[config.mk]
export PLATFORM = sky130hd
export DESIGN_NAME = pwm_deadtime_gen
export DESIGN_NICKNAME = d
export VERILOG_FILES = /design/src/rtl/pwm_dt_pkg.sv /design/src/rtl/pwm_dt_channel.sv /design/src/rtl/pwm_deadtime_gen.sv
export SDC_FILE = /design/constraint.sdc
export NUM_CORES = 1
export LEC_CHECK = 0
export BUFFER_PORTS_ARGS = -buffer_cell sky130_fd_sc_hd__clkbuf_2
export CAP_MARGIN = 10
export CORE_UTILIZATION = 55
export CTS_CLUSTER_SIZE = 14
export DETAILED_ROUTE_END_ITERATION = 7
export PLACE_DENSITY_LB_ADDON = 0.12
export SYNTH_ARGS = -nofsm -noshare
export SYNTH_HDL_FRONTEND = slang
export SYNTH_SLANG_ARGS = --single-unit
[constraint.sdc]
create_clock -name CLK_I -period 2.5 [get_ports CLK_I]
set_input_delay 0.25 -clock CLK_I [delete_from_list [all_inputs] [get_ports CLK_I]]
set_output_delay 0.25 -clock CLK_I [all_outputs]
set_load 0.01 [all_outputs]
[src/rtl/pwm_dt_pkg.sv]
// +------------------------------------------------------------------+
// | pwm_dt_pkg : shared state encoding and defaults for dead-time gen |
// | Rev 1.0                                                           |
// +------------------------------------------------------------------+
`default_nettype none

package pwm_dt_pkg;

  localparam int DT_W_DEF = 8;

  typedef enum logic [2:0] {
    ST_SAFE  = 3'd0,
    ST_LS_ON = 3'd1,
    ST_DT_R  = 3'd2,
    ST_HS_ON = 3'd3,
    ST_DT_F  = 3'd4
  } ch_state_e;

endpackage

`default_nettype wire

[src/rtl/pwm_dt_channel.sv]
// +------------------------------------------------------------------+
// | pwm_dt_channel : one half-bridge FSM with dead-time down-counter  |
// | Rev 1.0                                                           |
// +------------------------------------------------------------------+
`default_nettype none

module pwm_dt_channel
  import pwm_dt_pkg::*;
#(
  parameter int DT_W = DT_W_DEF
) (
  input  logic            clk,
  input  logic            rst,
  input  logic            i_force_safe,
  input  logic            i_pwm,
  input  logic [DT_W-1:0] i_dt_rise,
  input  logic [DT_W-1:0] i_dt_fall,
  output logic            o_hs,
  output logic            o_ls
);

  localparam logic [DT_W-1:0] c_one = DT_W'(1);

  ch_state_e       r_state;
  ch_state_e       w_state_nxt;
  logic [DT_W-1:0] r_cnt;
  logic [DT_W-1:0] w_cnt_nxt;
  logic [DT_W-1:0] w_rise_load;
  logic [DT_W-1:0] w_fall_load;

  // Load value is max(dt,1)-1, so a zero setting still yields one off cycle.
  assign w_rise_load = (i_dt_rise == '0) ? '0 : i_dt_rise - c_one;
  assign w_fall_load = (i_dt_fall == '0) ? '0 : i_dt_fall - c_one;

  always_comb begin
    w_state_nxt = r_state;
    w_cnt_nxt   = r_cnt;
    if (i_force_safe) begin
      w_state_nxt = ST_SAFE;
    end else begin
      case (r_state)
        ST_SAFE, ST_LS_ON: begin
          if (i_pwm) begin
            w_state_nxt = ST_DT_R;
            w_cnt_nxt   = w_rise_load;
          end else begin
            w_state_nxt = ST_LS_ON;
          end
        end
        ST_DT_R: begin
          if (!i_pwm)            w_state_nxt = ST_LS_ON;
          else if (r_cnt == '0)  w_state_nxt = ST_HS_ON;
          else                   w_cnt_nxt   = r_cnt - c_one;
        end
        ST_HS_ON: begin
          if (!i_pwm) begin
            w_state_nxt = ST_DT_F;
            w_cnt_nxt   = w_fall_load;
          end
        end
        ST_DT_F: begin
          if (i_pwm)             w_state_nxt = ST_HS_ON;
          else if (r_cnt == '0)  w_state_nxt = ST_LS_ON;
          else                   w_cnt_nxt   = r_cnt - c_one;
        end
        default: w_state_nxt = ST_SAFE;
      endcase
    end
  end

  // Gate drives are registered from the next state so they never glitch.
  always_ff @(posedge clk or posedge rst) begin
    if (rst) begin
      r_state <= ST_SAFE;
      r_cnt   <= '0;
      o_hs    <= 1'b0;
      o_ls    <= 1'b0;
    end else begin
      r_state <= w_state_nxt;
      r_cnt   <= w_cnt_nxt;
      o_hs    <= (w_state_nxt == ST_HS_ON);
      o_ls    <= (w_state_nxt == ST_LS_ON);
    end
  end

endmodule

`default_nettype wire

[src/rtl/pwm_deadtime_gen.sv]
// +------------------------------------------------------------------+
// | pwm_deadtime_gen : complementary gate drives with dead time/fault |
// | Rev 1.0                                                           |
// +------------------------------------------------------------------+
`default_nettype none

module pwm_deadtime_gen
  import pwm_dt_pkg::*;
#(
  parameter int N_CH = 4,
  parameter int DT_W = DT_W_DEF
) (
  input  logic            CLK_I,
  input  logic            RST_I,
  input  logic            i_en,
  input  logic [N_CH-1:0] i_pwm,
  input  logic [DT_W-1:0] i_dt_rise,
  input  logic [DT_W-1:0] i_dt_fall,
  input  logic            i_fault,
  input  logic            i_fault_clr,
  output logic [N_CH-1:0] o_hs,
  output logic [N_CH-1:0] o_ls,
  output logic            o_fault
);

  logic [N_CH-1:0] r_pwm_q;
  logic            r_fault;
  logic            w_force_safe;

  // Channels stay SAFE through the edge that clears the latch and resume after.
  assign w_force_safe = i_fault | r_fault | ~i_en;
  assign o_fault      = r_fault;

  always_ff @(posedge CLK_I or posedge RST_I) begin
    if (RST_I) begin
      r_pwm_q <= '0;
      r_fault <= 1'b0;
    end else begin
      r_pwm_q <= i_pwm;
      if (i_fault)          r_fault <= 1'b1;
      else if (i_fault_clr) r_fault <= 1'b0;
    end
  end

  generate
    for (genvar g = 0; g < N_CH; g++) begin : g_ch
      pwm_dt_channel #(
        .DT_W (DT_W)
      ) u_ch (
        .clk          (CLK_I),
        .rst          (RST_I),
        .i_force_safe (w_force_safe),
        .i_pwm        (r_pwm_q[g]),
        .i_dt_rise    (i_dt_rise),
        .i_dt_fall    (i_dt_fall),
        .o_hs         (o_hs[g]),
        .o_ls         (o_ls[g])
      );
    end
  endgenerate

endmodule

`default_nettype wire

[Word-level counts from Yosys, hierarchy flattened]
Cells that the tools add are included.
Widths: inputs -> output; s select.
Storage, ports and cells
  output and inout port bits: 9
  register bits after elaboration: 57
Operators by class
  multiplexer cells: 60
  $add $sub $neg: 6
  bitwise gates (word level): 4
  equality and inequality tests: 40
  reductions and logical operators: 23
Operator list (number)
  $mux 8: 22
  $pmux 8 s4: 4
  $mux 3: 24
  $logic_not 8->1: 6
  $pmux 3 s4: 4
  $sub 8x1->8 const B: 6
  $eq 3x2->1 const B: 12
  $ne 2x2->1 const B: 16
  $eq 3x1->1 const B: 8
  $reduce_and 6->1: 4
  $reduce_bool 4->1: 4
  $eq 3x3->1 const B: 4
  $logic_not 3->1: 4
  $mux 2: 4
  $reduce_or 2->1: 4
  $mux 1: 2
  $not 1->1: 2
  $or 1x1->1: 2
  $reduce_bool 2->1: 1

[Longest topological paths before layout]
Gate-level depths: netlist (run 1).
  depth after elaboration: 6
  gate-level depth with buffers: 8

[By module]
Synthesis (run 1) repeated with hierarchy kept, for this count alone.
Second synthesis, totals
  cells, all modules: 613
  area total of the unflattened synthesis: 5016.1 um^2
By module, submodules not included
  pwm_dt_channel (g_ch[1].u_ch ...): cells each 147, sequential area each 325.3 um^2, instances 2, area each 1182.4 um^2
  pwm_dt_channel (g_ch[3].u_ch): cells each 162, sequential area each 325.3 um^2, instances 1, area each 1322.5 um^2
  pwm_dt_channel (g_ch[0].u_ch): cells each 147, sequential area each 325.3 um^2, instances 1, area each 1181.1 um^2
  pwm_deadtime_gen: cells each 10, sequential area each 125.1 um^2, instances 1, area each 147.6 um^2

[Least setup slack after synthesis (run 1)]
OpenSTA, ideal clock, no wires.
  kind: reg-to-reg
  start point: register g_ch[0].u_ch.r_cnt[0]
  end point: register g_ch[0].u_ch.r_cnt[6]
  cell stages (with the launch flop): 8
  arrival time: 1.791 ns
  path buffers: 0
  clock period less this slack: 1.916 ns
  slack: 0.584 ns
  cells stage by stage: dfrtp_1 inv_1 ha_1 or3b_1 o31a_1 o21ai_0 o221ai_1 mux2_2
Between the ends
  longest elaborated chain between the ends: 4
  elaborated cells on any way between the ends: 6
Ends and longest elaborated chain
  from (decl): line pwm_dt_channel.sv:26  | logic [DT_W-1:0] r_cnt;
  from (signal assigned): line pwm_dt_channel.sv:80  | r_cnt <= w_cnt_nxt;
  $sub 8x1->8 or $logic_not 8->1 (tied branches)
  $mux 8 *: line pwm_dt_channel.sv:52, pwm_dt_channel.sv:63
  $mux 8, on equally long branches: line pwm_dt_channel.sv:62, pwm_dt_channel.sv:51
  $pmux 8 s4 *: line pwm_dt_channel.sv:41  | case (r_state)
Mark *: on every way between the ends. The rest lies on a longest branch, timed or not. The select of a mux whose other input is x is not followed.
A chain may end at the register's enable or synchronous reset.

[Worst setup path after layout (run 1)]
Ends and elaborated chain as after synthesis.

==> out/results.ini, run 1 <==
[cells_and_area]
area_delta_synth_final_pct = 12.1
final_common_cell = dfrtp_1
layout_common_cells = dfrtp_1 (57), nor2_1 (40), a21oi_1 (33), clkbuf_2 (33), nor3_1 (25)
multi_input_area_um2 = 2250
num-nets-final = 516
num_antenna_cells = 0
fin_cells = 581
seq_area_um2 = 1430
drive_gt1_frac = 0.161
final_area_um2 = 4370
nFillCells = 615

[setup_path]
path_delay_family = compound AO/OA/AOI/OAI gates
max_stage_delay_ns = 0.43
critPathKind = reg2reg
cp.depth = 7
cp-end-kind = register
required_ns = 2.74
crit_buf_inv = 1
r2r-start = g_ch[0].u_ch.r_cnt[0]$_DFFE_PP0P_
reg2reg_depth = 7
slowest_stage = or3b_1
critPathArrivalTime_ns = 2.38
endpoint = g_ch[0].u_ch.r_cnt[6]$_DFFE_PP0P_
startpoint = g_ch[0].u_ch.r_cnt[0]$_DFFE_PP0P_
critPathLaunchType = register
reg2reg_to = g_ch[0].u_ch.r_cnt[6]$_DFFE_PP0P_
r2r_slack_ns = 0.36
cp_max_fo = 5
worstPathCellList = inv_1, ha_1, or3b_1, o31a_1, o21ai_0, o221ai_1, mux2_2

[timing]
finalSetupTns_ns = 0
period_minus_slack_ns = 2.14
skew_ns = 0.0107
fin_crit_sh = 0.856
rsz0062_at_grt = false
max_freq_mhz = 467
setup_viol = 0
tightest_slew_ns = 0.865
relSlewSlack = 0.423
worst_slack_ns = 0.359
finalMaxSlewViolations = 0
hold_viol = 0

[grt]
antenna_found_initial = 0
grt_pass1_vias = 3454
grt_first_pass_wirelength_um = 17000
grt_max_degree = 40
globalRouteOverflowTotal = 0
grt_use_total = 0.298

[clock_network]
cts_made_buffers = 9
clkTransAtPathRegs_ns = 0.07
max-clock-path-buffers = 2
cts.sinks = 57
cts_tree = built
cts_setup_buffers = 0
cts_root_buf = clkbuf_8
cts_resized = 0
htree_levels = 3
clk_latency_ns = 0.35
hold_buffers = 2

[floorplan]
fp-row-count = 30
die_h_um = 86.2
core_um2 = 6830
die_width_um = 86.2
io_pins = 34
dieArea_um2 = 7430
initial_core_util = 0.571

[yosys]
syn_area_um2 = 3900
synth_ff_type = dfrtp_1
yosysWarnings = 0
synth_edf_count = 0
async_flop_share = 1.00
synthCells = 442
synth.distinct_cells = 66
syn_nets = 478
ys_ff_latch = 57
ys_seq_area_frac = 0.366
syn_avg_cell_area_um2 = 8.82

[worst_hold_path]
holdCritPathClass = in2reg

[place]
pre_cts_ws_ns = 0.322
place_area_um2 = 4160
port_buffers = 33
gp_congestion = 0.937
placed_cells_incl_taps = 563
post-dp-hpwl_um = 7360

[drt]
drtAntennaViolNets = 0
post_drt_wl_per_cell_um = 17.7
viasPerCell = 6.24
initialDrtViolationCount = 235
highest_layer = met4
drc_errors = 0
vias = 3626
wl_um = 10300
met2_length_um = 4700
met1Wirelength_um = 4590
route.met3.wl_um = 673
dr.pass1.iters = 5

[pwr]
power_leakage_nw = 1.90
vdd_drop_max_mv = 0.272
powerDensity_nw_per_um2 = 612
switching_share = 0.340
power_frac_clock = 0.323
combPwrFrac = 0.218
pwr-share-seq = 0.459
p_sw_mw = 0.910
p_int_mw = 1.77

[run]
drv_cap = 0

[outcome]
outcome = finished clean

==> through the flow <==
stage / total power, mW / utilization / hold WS [ns]
after floorplan: 1.62 / - / 0.281
after global placement: 1.80 / 0.608 / 0.358
after detailed placement: 1.81 / 0.608 / 0.360
after CTS: 2.68 / 0.640 / 0.00305
after global routing: 2.82 / 0.640 / 0.00720
final: 2.68 / 0.640 / 0.0100
==> cells by family after synthesis <==
logic type | count (synthesis) | synth area share
mux | 10 | 0.0270
compound gates | 142 | 0.243
buf+inv | 46 | 0.0571
fa+ha+maj | 11 | 0.0353
flops | 57 | 0.366
xor+xnor | 20 | 0.0449
simple gates | 156 | 0.227
==> sequential cells by signal, indices dropped and copies added, names as in the netlist <==
signal / flops
g_ch.u_ch.r_state: 12
g_ch.u_ch.o_ls: 4
g_ch.u_ch.o_hs: 4
r_pwm_q: 4
g_ch.u_ch.r_cnt: 32
o_fault: 1
==> Yosys cell counts, types with 6 or more instances <==
cell | count | area share
nor3b_1 | 6 | 0.012
xor2_1 | 6 | 0.013
o21ai_0 | 24 | 0.031
xnor2_1 | 14 | 0.031
o22ai_1 | 7 | 0.011
a21oi_1 | 33 | 0.042
buf_4 | 9 | 0.017
nand2_1 | 13 | 0.013
ha_1 | 11 | 0.035
nor4_1 | 11 | 0.018
mux2i_1 | 6 | 0.015
nor3_1 | 25 | 0.032
a211oi_1 | 9 | 0.017
a21o_1 | 6 | 0.012
buf_2 | 7 | 0.0090
inv_1 | 24 | 0.023
dfrtp_1 | 57 | 0.37
o32ai_1 | 10 | 0.022
nor2_1 | 40 | 0.039
o21ai_1 | 10 | 0.013
nor2b_1 | 12 | 0.019
==> per-layer routing <==
layer / global-route usage / up-vias
met2: 0.462 / 143
met3: 0.0495 / 26
li1: - / 1729
met5: 0 / -
met4: 0.145 / 0
met1: 0.407 / 1728
==> final cells by class <==
class	count	share of cell area
Clock buffer	9	0.0283
Clock inverter	7	0.0163
Inverter	24	0.0206
Multi-Input combinational cell	339	0.514
Sequential cell	57	0.326
Tap cell	96	0.0275
Timing Repair Buffer	49	0.0664
==> worst reg2reg max path, cell delays in order, from the launching register on <==
cell,delay (ns)
dfrtp_1,0.42
inv_1,0.13
ha_1,0.22
or3b_1,0.43
o31a_1,0.26
o21ai_0,0.17
o221ai_1,0.13
mux2_2,0.27
==> power by group through the flow <==
| stage | Clock [mW] | Sequential [mW] | Combinational, mW |
|---|---|---|---|
| detailed placement | 0 | 1.24 | 0.569 |
| global route | 0.920 | 1.25 | 0.650 |
| finish | 0.866 | 1.23 | 0.584 |
| CTS | 0.878 | 1.22 | 0.577 |
| floorplan | 0 | 1.19 | 0.423 |
| global placement | 0 | 1.23 | 0.561 |
==> how the worst min path moves through the flow <==
stage,cells past startpoint,endpoint,from
after global placement,1,r_pwm_q[2]$_DFF_PP0_,i_pwm[2]
after detailed placement,1,r_pwm_q[2]$_DFF_PP0_,i_pwm[2]
after CTS,1,r_pwm_q[3]$_DFF_PP0_,i_pwm[3]
after global routing,1,r_pwm_q[0]$_DFF_PP0_,i_pwm[0]
final,1,r_pwm_q[3]$_DFF_PP0_,i_pwm[3]
after floorplan,0,r_pwm_q[0]$_DFF_PP0_,i_pwm[0]
No activity file was read; power rests on OpenSTA's default activity.
==> inputs of run 2 (changes only) <==
Settings changed: HOLD_SLACK_MARGIN set to 0.03.
==> run 2 against run 1 <==
Against the previous run:
- sequential cell count did not move
- final cell count rose by 0.34%
- critical endpoint is now g_ch[0].u_ch.r_cnt[5]$_DFFE_PP0P_
- critical path depth fell by 2
- maximum frequency fell by 1.7%
- total power barely moved
- largest power group unchanged
- sequential share of layout area fell by 0.15 points
- first-iteration DRC count rose by 16%
- core utilization rose by 0.29 points
- global-route usage barely moved
- setup slack got worse by 0.037 ns
- clock power barely moved
- design area rose by 0.46%
==> out/results.ini, run 2 (synthesized netlist as in run 1, its figures left out) <==
[timing]
worst_slack_ns = 0.322
finalSetupTns_ns = 0
relSlewSlack = 0.424
hold_ws_ns = 0.0501
hold_viol = 0
period_minus_slack_ns = 2.18
fin_crit_sh = 0.871
finalMaxSlewViolations = 0
setup_viol = 0
skew_ns = 0.0124
rsz0062_at_grt = false
tightest_slew_ns = 0.862
max_freq_mhz = 459

[drt]
dr.pass1.iters = 5
viasPerCell = 6.30
initialDrtViolationCount = 273
post_drt_wl_per_cell_um = 17.7
vias = 3672
wl_um = 10300
drc_errors = 0
drtAntennaViolNets = 0

[worst_hold_path]
holdCritPathClass = in2async

[grt]
globalRouteOverflowTotal = 0
grt_max_degree = 40
grt_use_total = 0.299
grt_pass1_vias = 3460
antenna_found_initial = 0
grt_first_pass_wirelength_um = 17000

[cells_and_area]
top_register = g_ch.u_ch.r_cnt
largest_reg_flops = 32
area_delta_synth_final_pct = 12.6
layout_common_cells = dfrtp_1 (57), nor2_1 (40), a21oi_1 (33), clkbuf_2 (33), nor3_1 (25)
drive_gt1_frac = 0.160
nFillCells = 613
num-nets-final = 518
seq_area_um2 = 1430
reg_top3 = g_ch.u_ch.r_cnt: 32 flops, g_ch.u_ch.r_state: 12 flops
num_antenna_cells = 0
final_common_cell = dfrtp_1
multi_input_area_um2 = 2250

[clock_network]
clk_latency_ns = 0.36
cts_made_buffers = 9
cts.sinks = 57
max-clock-path-buffers = 2
cts_root_buf = clkbuf_8
hold_buffers = 4
clkTransAtPathRegs_ns = 0.08
cts_resized = 0
htree_levels = 3
cts_tree = built
cts_setup_buffers = 0

[setup_path]
critPathKind = reg2reg
cp_max_fo = 8
worstPathCellList = nor3b_2, nand2_1, nor3_1, o21ai_2, mux2_2
reg2reg_depth = 5
required_ns = 2.74
crit_buf_inv = 0
endpoint = g_ch[0].u_ch.r_cnt[5]$_DFFE_PP0P_
r2r-start = o_fault$_DFFE_PP0P_
critPathLaunchType = register
r2r_slack_ns = 0.32
reg2reg_to = g_ch[0].u_ch.r_cnt[5]$_DFFE_PP0P_
cp-end-kind = register
path_delay_family = simple AND/OR/NAND/NOR gates
critPathArrivalTime_ns = 2.42
startpoint = o_fault$_DFFE_PP0P_
slowest_stage = nor3_1
cp.depth = 5
max_stage_delay_ns = 0.50

[floorplan]
core_um2 = 6830
io_pins = 34
fp-row-count = 30
die_h_um = 86.2
initial_core_util = 0.571
die_width_um = 86.2
dieArea_um2 = 7430

[outcome]
outcome = finished clean

[run]
drv_cap = 0

[place]
gp_congestion = 0.937
port_buffers = 33
pre_cts_ws_ns = 0.322
post-dp-hpwl_um = 7360

[pwr]
power_leakage_nw = 1.91
vdd_drop_max_mv = 0.273
report.power.total_mw = 2.68
powerDensity_nw_per_um2 = 610

run 2: cell types whose count changed in the layout (fill, tap and decap cells not counted), sizes merged:
| cell | previous run | this run |
|---|---|---|
| dlygate4sd3 | 2 | 4 |
run 2: worst min-delay path by stage:
stage | cells after the start | slack (ns) | to | start
CTS | 2 | 0.08 | g_ch[1].u_ch.r_cnt[7]$_DFFE_PP0P_ | RST_I
finish | 2 | 0.05 | g_ch[1].u_ch.r_cnt[7]$_DFFE_PP0P_ | RST_I
detailed placement | 1 | 0.36 | r_pwm_q[2]$_DFF_PP0_ | i_pwm[2]
global route | 2 | 0.13 | g_ch[1].u_ch.r_cnt[7]$_DFFE_PP0P_ | RST_I
global placement | 1 | 0.36 | r_pwm_q[2]$_DFF_PP0_ | i_pwm[2]
floorplan | 0 | 0.28 | r_pwm_q[0]$_DFF_PP0_ | i_pwm[0]
run 2: metrics by stage:
stage | util | cells | cell area, um2
detailed placement | 0.608 | 563 | 4160
finish | 0.643 | 583 | 4390
floorplan | - | 442 | 3900
global route | 0.643 | 583 | 4390
global placement | 0.608 | 563 | 4160
CTS | 0.643 | 583 | 4390
run 2: worst reg2reg max path: stages, from the launching register on:
cell and delay [ns]:
dfrtp_1 0.41, nor3b_2 0.34, nand2_1 0.21, nor3_1 0.50, o21ai_2 0.27, mux2_2 0.33
run 2: area by class of cell:
| class | instances | area share |
|---|---|---|
| well taps | 96 | 0.0274 |
| repair buffers | 51 | 0.0707 |
| clock buffers | 9 | 0.0282 |
| flip-flops and latches | 57 | 0.325 |
| multi-input cells | 339 | 0.512 |
| clock inverters | 7 | 0.0162 |
| inverters | 24 | 0.0205 |
run 2: report_power, final:
group / internal [mW] / switching (mW)
Sequential: 1.06 / 0.169
Combinational: 0.253 / 0.332
Clock: 0.457 / 0.409
run 2: metal layers:
metal	global-route usage	wire, um	up-vias
met1	0.407	4590	1750
li1	-	-	1731
met3	0.0495	704	27
met2	0.462	4660	164
met4	0.145	338	0
met5	0	0	-
==> inputs of run 3 (changes only) <==
Settings changed: ABC_AREA set to 1, CAP_MARGIN 10 to 40.
==> run 3 against run 2 <==
Against the previous run:
- synthesized cell count up 38%
- worst hold slack better by 0.040 ns
- register-to-register slack better by 0.44 ns
- core utilization down 1.4 points
- critical endpoint is now g_ch[0].u_ch.r_cnt[3]$_DFFE_PP0P_
==> out/results.ini, run 3 <==
[cells_and_area]
num-nets-final = 688
fin_cells = 756
reg_top3 = g_ch.u_ch.r_cnt: 32 flops, g_ch.u_ch.r_state: 12 flops
largest_reg_flops = 32
top_register = g_ch.u_ch.r_cnt
num_antenna_cells = 0
area_delta_synth_final_pct = 10.2
final_common_cell = nand2_1
layout_common_cells = nand2_1 (175), nand3_1 (83), inv_1 (76)
drive_gt1_frac = 0.148
nFillCells = 679

[timing]
setup_viol = 0
finalSetupTns_ns = 0
finalMaxSlewViolations = 0
period_minus_slack_ns = 1.74
fin_crit_sh = 0.696
rsz0062_at_grt = false
relSlewSlack = 0.610
tightest_slew_ns = 0.582
max_freq_mhz = 575
skew_ns = 0.0117
hold_viol = 0
worst_slack_ns = 0.760

[pwr]
report.power.total_mw = 2.67
powerDensity_nw_per_um2 = 582
power_leakage_nw = 2.38
vdd_drop_max_mv = 0.384

[grt]
grt_max_degree = 35
antenna_found_initial = 0
grt_use_total = 0.292
globalRouteOverflowTotal = 0
grt_pass1_vias = 3837
grt_first_pass_wirelength_um = 17600

[yosys]
yosysWarnings = 0
syn_nets = 648
synth_top_area_cell = dfrtp_1
synth.distinct_cells = 35
ys_ff_latch = 57
yosysTopAreaCellShare = 0.343
ys_top_cells_by_count = nand2_1 (175), nand3_1 (83), inv_1 (77)
syn_avg_cell_area_um2 = 6.80
async_flop_share = 1.00
ys_seq_area_frac = 0.343
yosysMostFrequentCell = nand2_1
synthCells = 612
synth_edf_count = 0
synth_area_leaders = dfrtp_1 (34%), nand2_1 (16%), nand3_1 (10%)
synth_ff_type = dfrtp_1
syn_area_um2 = 4160

[place]
gp_congestion = 0.966
pre_cts_ws_ns = 0.677
placed_cells_incl_taps = 735
port_buffers = 33
post-dp-hpwl_um = 7840

[clock_network]
max-clock-path-buffers = 2
clkTransAtPathRegs_ns = 0.06
cts_resized = 0
cts_setup_buffers = 0
clk_latency_ns = 0.35
cts_tree = built
cts.sinks = 57
cts_made_buffers = 9
htree_levels = 3
hold_buffers = 5
cts_root_buf = clkbuf_8

[drt]
initialDrtViolationCount = 371
wl_um = 10500
vias = 4179
post_drt_wl_per_cell_um = 14.0
drc_errors = 0
viasPerCell = 5.53
drtAntennaViolNets = 0
dr.pass1.iters = 5

[setup_path]
critPathArrivalTime_ns = 1.97
cp_max_fo = 12
critPathLaunchType = register
r2r-start = o_fault$_DFFE_PP0P_
required_ns = 2.73
cp-end-kind = register
endpoint = g_ch[0].u_ch.r_cnt[3]$_DFFE_PP0P_
reg2reg_to = g_ch[0].u_ch.r_cnt[3]$_DFFE_PP0P_
r2r_slack_ns = 0.76
startpoint = o_fault$_DFFE_PP0P_
critPathKind = reg2reg
reg2reg_depth = 8

[floorplan]
fp-row-count = 31
dieArea_um2 = 7920
io_pins = 34
die_width_um = 89.0
initial_core_util = 0.571
die_h_um = 89.0
core_um2 = 7290

[worst_hold_path]
holdCritPathClass = in2reg

[run]
drv_cap = 0

[outcome]
outcome = finished clean

==> run 3: cell families after synthesis <==
logic type                 count (synthesis)  share of synthesized area
adders and majority gates                 11                     0.0331
xor gates and xnor gates                   2                    0.00421
muxes                                      1                    0.00240
buffers and inverters                     96                     0.0992
AOI/OAI and AO/OA                         50                     0.0754
and+or+nand+nor                          395                      0.443
DFF                                       57                      0.343
==> run 3: report_power, final <==
part	internal (mW)	leakage (nW)	switching (mW)	total, mW
clock	0.353	0.0839	0.370	0.724
sequential	1.05	0.736	0.120	1.17
combinational	0.277	1.56	0.496	0.773
total	1.68	2.38	0.986	2.67
==> run 3: metal layers <==
layer | vias to the layer above | GRT usage | share of wire
li1 | 2082 | - | -
met1 | 1914 | 0.378 | 0.44
met2 | 157 | 0.481 | 0.46
met3 | 26 | 0.0619 | 0.067
met4 | 0 | 0.115 | 0.028
met5 | - | 0 | 0
==> run 3: metrics by stage <==
| stage | util | cell area [um2] | hold slack [ns] |
|---|---|---|---|
| 2_1_floorplan | - | 4160 | 0.281 |
| 3_3_place_gp | 0.601 | 4380 | 0.308 |
| 3_5_place_dp | 0.601 | 4380 | 0.310 |
| 4_1_cts | 0.629 | 4590 | 0.0759 |
| 5_1_grt | 0.629 | 4590 | 0.0878 |
| 6_report | 0.629 | 4590 | 0.0899 |
==> run 3: layout make-up <==
class | instances | area [um2] | area share
well taps | 99 | 124 | 0.0270
inverters | 84 | 320 | 0.0698
clock inverters | 4 | 20.0 | 0.00436
repair buffers | 41 | 238 | 0.0518
flip-flops and latches | 57 | 1430 | 0.311
clock buffers | 12 | 135 | 0.0295
multi-input cells | 459 | 2320 | 0.507
==> run 3: worst min-delay path by stage <==
stage / cells past startpoint / start / endpoint
CTS: 2 / i_fault_clr / o_fault$_DFFE_PP0P_
floorplan: 0 / i_pwm[0] / r_pwm_q[0]$_DFF_PP0_
finish: 2 / i_fault_clr / o_fault$_DFFE_PP0P_
global route: 2 / i_fault_clr / o_fault$_DFFE_PP0P_
global placement: 3 / RST_I / g_ch[2].u_ch.r_cnt[7]$_DFFE_PP0P_
detailed placement: 3 / RST_I / g_ch[2].u_ch.r_cnt[6]$_DFFE_PP0P_
==> run 3: critical path, cell delays in order (launching register included) <==
cell and delay, ns:
dfrtp_1 0.38, inv_1 0.08, nand3_2 0.15, inv_2 0.23, nand2_1 0.17, nor2_4 0.31
inv_1 0.16, nand2_1 0.09, nand2_1 0.06
